**src/rtl/inst_fetch.sv**
```systemverilog
// Instruction-fetch front end: owns the PC, drives a combinational ROM port and
// buffers fetched words in a 2-entry FIFO presented to decode via valid/ready.
module inst_fetch #(
    parameter int                    ADDR_WIDTH = 32,
    parameter int                    DATA_WIDTH = 32,
    parameter logic [ADDR_WIDTH-1:0] RESET_PC   = 32'h8000_0000
) (
    input  logic                  clk_i,
    input  logic                  rst_i,
    output logic                  rom_ce_o,
    output logic [ADDR_WIDTH-1:0] rom_addr_o,
    input  logic [DATA_WIDTH-1:0] rom_inst_i,
    input  logic                  redirect_i,
    input  logic [ADDR_WIDTH-1:0] redirect_pc_i,
    output logic                  id_valid_o,
    input  logic                  id_ready_i,
    output logic [DATA_WIDTH-1:0] id_inst_o,
    output logic [ADDR_WIDTH-1:0] id_pc_o,
    output logic                  misalign_o
);

    localparam logic [1:0] BOOT  = 2'd0;
    localparam logic [1:0] RUN   = 2'd1;
    localparam logic [1:0] STALL = 2'd2;

    logic [1:0]            state_q, state_d;
    logic [ADDR_WIDTH-1:0] pc_q, pc_d;
    logic [1:0]            count_q, count_d;
    logic                  rd_ptr_q, rd_ptr_d;
    logic                  wr_ptr_q, wr_ptr_d;
    logic                  misalign_q, misalign_d;
    logic [ADDR_WIDTH-1:0] pc_mem_q [2];
    logic [ADDR_WIDTH-1:0] pc_mem_d [2];
    logic [DATA_WIDTH-1:0] inst_mem_q [2];
    logic [DATA_WIDTH-1:0] inst_mem_d [2];

    logic enq_ok;
    logic fetch;
    logic pop;
    logic redirect_take;

    // A full FIFO can still accept a push when decode drains the head this cycle.
    assign enq_ok        = (count_q < 2'd2) || ((count_q == 2'd2) && id_ready_i);
    assign redirect_take = redirect_i && (state_q != BOOT);
    assign fetch         = (state_q == RUN) && enq_ok && !redirect_i;
    assign pop           = (count_q != 2'd0) && id_ready_i;

    assign rom_ce_o   = fetch;
    assign rom_addr_o = fetch ? pc_q : '0;
    assign id_valid_o = (count_q != 2'd0);
    assign id_inst_o  = id_valid_o ? inst_mem_q[rd_ptr_q] : '0;
    assign id_pc_o    = id_valid_o ? pc_mem_q[rd_ptr_q] : '0;
    assign misalign_o = misalign_q;

    always_comb begin
        state_d    = state_q;
        pc_d       = pc_q;
        count_d    = count_q;
        rd_ptr_d   = rd_ptr_q;
        wr_ptr_d   = wr_ptr_q;
        misalign_d = 1'b0;
        pc_mem_d   = pc_mem_q;
        inst_mem_d = inst_mem_q;

        case (state_q)
            BOOT:    state_d = RUN;
            RUN:     if (!redirect_i && !enq_ok) state_d = STALL;
            STALL:   if (redirect_i || enq_ok) state_d = RUN;
            default: state_d = BOOT;
        endcase

        if (redirect_take) begin
            // Flush discards everything, including an entry decode pops this cycle.
            pc_d       = {redirect_pc_i[ADDR_WIDTH-1:2], 2'b00};
            count_d    = 2'd0;
            rd_ptr_d   = 1'b0;
            wr_ptr_d   = 1'b0;
            misalign_d = |redirect_pc_i[1:0];
        end else begin
            if (fetch) begin
                pc_mem_d[wr_ptr_q]   = pc_q;
                inst_mem_d[wr_ptr_q] = rom_inst_i;
                wr_ptr_d             = ~wr_ptr_q;
                pc_d                 = pc_q + ADDR_WIDTH'(4);
            end
            if (pop) begin
                rd_ptr_d = ~rd_ptr_q;
            end
            count_d = count_q + 2'(fetch) - 2'(pop);
        end
    end

    always_ff @(posedge clk_i or posedge rst_i) begin
        if (rst_i) begin
            state_q    <= BOOT;
            pc_q       <= RESET_PC;
            count_q    <= 2'd0;
            rd_ptr_q   <= 1'b0;
            wr_ptr_q   <= 1'b0;
            misalign_q <= 1'b0;
            pc_mem_q   <= '{default: '0};
            inst_mem_q <= '{default: '0};
        end else begin
            state_q    <= state_d;
            pc_q       <= pc_d;
            count_q    <= count_d;
            rd_ptr_q   <= rd_ptr_d;
            wr_ptr_q   <= wr_ptr_d;
            misalign_q <= misalign_d;
            pc_mem_q   <= pc_mem_d;
            inst_mem_q <= inst_mem_d;
        end
    end

endmodule

```
**config.mk**
```make
export PLATFORM = sky130hd
export DESIGN_NAME = inst_fetch
export DESIGN_NICKNAME = d
export VERILOG_FILES = /design/src/rtl/inst_fetch.sv
export SDC_FILE = /design/constraint.sdc
export NUM_CORES = 1
export LEC_CHECK = 0
export BUFFER_PORTS_ARGS = -buffer_cell sky130_fd_sc_hd__buf_2
export CORE_MARGIN = 2
export CORE_UTILIZATION = 45
export DETAILED_ROUTE_END_ITERATION = 8
export GPL_TIMING_DRIVEN = 0
export PLACE_DENSITY = 0.79
export RECOVER_POWER = 100
export SYNTH_ARGS = -nofsm -noshare
export SYNTH_HDL_FRONTEND = slang
export SYNTH_SLANG_ARGS = --single-unit
```
**constraint.sdc**
```tcl
create_clock -name clk_i -period 6.9 [get_ports clk_i]
set_clock_uncertainty 0.15 [all_clocks]
set_input_delay 1.035 -clock clk_i [delete_from_list [all_inputs] [get_ports clk_i]]
set_output_delay 1.035 -clock clk_i [all_outputs]
set_load 0.005 [all_outputs]
```
==> results.py <==
metrics = {
    "status": {
        "status": "finished, violations left",
        "violations": "capacitance limit, slew limit",
    },
    "place": {
        "io_buffer_count": 162,
        "place_hpwl_um": 13400,
        "post-place-ws_ns": 2.74,
        "place_congestion": 0.817,
    },
    "cts": {
        "cts_buffer_depth": 2,
        "path_clk_slew_ns": 0.06,
        "numCtsBuffers": 17,
        "clkLatencyLatePin_ns": 0.43,
        "cts_resized": 0,
        "clock-sinks": 161,
        "cts_hold_buffers": 0,
        "post-cts-setup-buffers": 0,
        "h-tree-depth": 4,
        "clock_tree.root_cell": "clkbuf_16",
        "cts_tree": "yes",
    },
    "flow_run": {
        "maxCapViolations": 1,
    },
    "worst_setup_path": {
        "cpMaxStageDelayCell": "clkbuf_1",
        "path_common_cell": "clkbuf_1",
        "cpPeakStageDelay_ns": 0.42,
        "cp-end-kind": "output pin",
        "start_kind": "primary input",
        "critPathArrivalTime_ns": 3.67,
        "worstSetupPathType": "primary input to output pin",
        "path_max_fanout": 10,
        "cp.required_ns": 5.71,
        "crit_chain": "clkbuf_1 > or3b_1 > a21o_1 > clkbuf_1 > clkinvlp_2 > clkbuf_1 > clkbuf_1 > clkbuf_1 > and2_0 > buf_2",
    },
    "logic_synthesis": {
        "netlist_instances": 670,
        "synth_ff_type": "dfrtp_1",
        "ys_ff_latch": 161,
        "ys_seq_area_share_pct": 51.8,
        "synth-edff-count": 0,
        "yosys_warnings": 0,
        "synth_cell_types": 48,
        "syn_area_mm2": 0.00778,
        "synthArstFlopShare_pct": 100,
        "synth_area_per_cell_um2": 11.6,
    },
    "cells_and_area": {
        "num-fill-cells": 1515,
        "layout-drive-gt1-share_pct": 30.9,
        "finalNetCount": 926,
        "syn_to_final_growth_pct": 20.4,
        "n_antenna_cell": 0,
    },
    "grt": {
        "antenna_found_initial": 0,
        "grt_pass1_wl_um": 29500,
        "met3_usage_pct": 4.60,
        "grt_pass1_vias": 5594,
        "grt-ovfl-total": 0,
        "grt_max_degree": 87,
        "grt_busiest_layer": "met2",
        "use_met2_pct": 34.0,
        "gr-usage-all-layers_pct": 21.0,
        "grt.met1_usage_pct": 28.6,
    },
    "routing": {
        "viasPerCell": 5.27,
        "antenna_left": 0,
        "wirelength_um": 19000,
        "first_iter_violations": 305,
        "vias": 5756,
        "dr.pass1.iters": 4,
        "drc": 0,
        "wl_per_cell_um": 17.4,
    },
    "floorplan": {
        "start_util_pct": 45.5,
        "dieArea_mm2": 0.0184,
        "rows": 48,
        "fp.dieW_um": 136,
        "core_mm2": 0.0171,
        "ios": 167,
        "die_h_um": 136,
    },
    "power": {
        "powerDensity_mw_per_mm2": 451,
        "peakVddDrop_mv": 0.205,
        "leakagePower_uw": 0.00405,
    },
    "sta": {
        "setup_slack_ns": 2.04,
        "slew_violations": 76,
        "fin_hold_ws_ns": 0.339,
        "hold_violations": 0,
        "fin_crit_ns": 4.86,
        "post-route-period-util_pct": 70.4,
        "slew_headroom_pct": -128,
        "finalSetupViolations": 0,
        "tightest_slew_ns": 3.40,
        "rsz0062_at_grt": "no",
        "max_freq_mhz": 206,
    },
    "min_path": {
        "hp-class": "flip-flop to flip-flop",
    },
}
-- per-layer routing --
layer | wire length (um) | share of wire (%)
met3 | 986 | 5.2
met1 | 8680 | 46
met5 | 0 | 0
met4 | 278 | 1.5
met2 | 9030 | 48
-- worst paths after layout --
| path | endpoint | cells after the start | start | slack, ns |
|---|---|---|---|---|
| max reg2reg | inst_mem_q[35]$_DFFE_PP0P_ | 6 | state_q[1]$_DFFE_PP0P_ | 3.50 |
| min in group asynchronous | inst_mem_q[48]$_DFFE_PP0P_ | 2 | rst_i | 1.46 |
| max | rom_addr_o[18] | 10 | redirect_i | 2.04 |
| min | pc_mem_q[55]$_DFFE_PP0P_ | 1 | pc_mem_q[55]$_DFFE_PP0P_ | 0.34 |
| min reg2reg | pc_mem_q[55]$_DFFE_PP0P_ | 1 | pc_mem_q[55]$_DFFE_PP0P_ | 0.34 |
| max in group asynchronous | pc_mem_q[29]$_DFFE_PP0P_ | 2 | rst_i | 3.62 |
-- metrics by stage --
| stage | total power [uW] | instances | TNS, ns | util (%) | area [um2] |
|---|---|---|---|---|---|
| after detailed placement | 3370 | 1061 | 0 | 52.1 | 8920 |
| final | 4220 | 1093 | 0 | 54.7 | 9370 |
| after global routing | 4500 | 1093 | 0 | 54.7 | 9370 |
| after CTS | 4320 | 1093 | 0 | 55.5 | 9500 |
| after global placement | 3300 | 1060 | -62.42 | 51.9 | 8890 |
| after floorplan | 2770 | 673 | 0 | - | 7790 |
-- Yosys cell counts, drive strengths merged (2+ instances only) --
library cell	n	area share (%)
dfrtp	160	51
mux2	123	18
nor2	93	4.6
mux2i	63	8.1
and2	32	2.6
nand2	29	1.4
buf	25	1.8
clkbuf	20	0.98
o21ai	15	0.96
nand3	12	0.77
a211oi	10	0.96
nand4	10	1.1
xor2	9	1.0
and3	8	0.64
nor3	8	0.51
inv	7	0.37
xnor2	5	0.56
a31oi	4	0.32
and4	4	0.45
o211ai	4	0.39
or3	4	0.32
a311oi	3	0.34
ha	3	0.48
nor4	3	0.32
a21o	2	0.19
a21oi	2	0.13
o21a	2	0.19
o311ai	2	0.23
-- worst max-delay path: cells and delay by family --
family | cells | cell delay [ns]
simple gates | 2 | 0.55
buf+inv | 7 | 1.91
compound gates | 1 | 0.16
-- layout make-up --
type / count / area (um2) / share of cell area (%)
Clock inverter: 12 / 135 / 1.44
Inverter: 7 / 28.8 / 0.307
Sequential cell: 161 / 4030 / 43.0
Buffer: 45 / 189 / 2.02
Multi-Input combinational cell: 460 / 3480 / 37.2
Clock buffer: 20 / 447 / 4.77
Timing Repair Buffer: 163 / 771 / 8.23
Tap cell: 225 / 282 / 3.01
-- cells in the final DEF (no fill, tap or decap), types with 15 or more instances in the layout --
master | synthesis | routed
mux2_2 | 118 | 117
nand2_1 | 28 | 29
dfrtp_1 | 160 | 160
mux2i_1 | 63 | 63
and2_0 | 0 | 18
buf_2 | 15 | 95
clkbuf_1 | 19 | 91
clkbuf_2 | 1 | 17
o21ai_0 | 14 | 15
nor2_1 | 92 | 93
clkbuf_16 | 0 | 17
-- sequential cells by signal, indices dropped and copies added, names as in the netlist --
name / flops
misalign_o: 1
rd_ptr_q: 1
state_q: 2
pc_mem_q: 60
count_q: 2
pc_q: 30
inst_mem_q: 64
wr_ptr_q: 1
-- power by group --
part	internal (uW)	leakage [uW]	total, uW	switching, uW
clock	543	0.000273	928	385
combinational	822	0.00188	1650	830
sequential	1380	0.00190	1640	263
total	2740	0.00405	4220	1480
-- cells by family after synthesis --
family | share of synthesized area [%]
xor+xnor | 1.58
other cells | 0.0482
flops | 51.8
fa+ha+maj | 0.611
buf+inv | 3.18
mux | 25.9
simple gates | 12.9
compound gates | 4.02
Note: power is estimated with default switching activity, not from simulation.
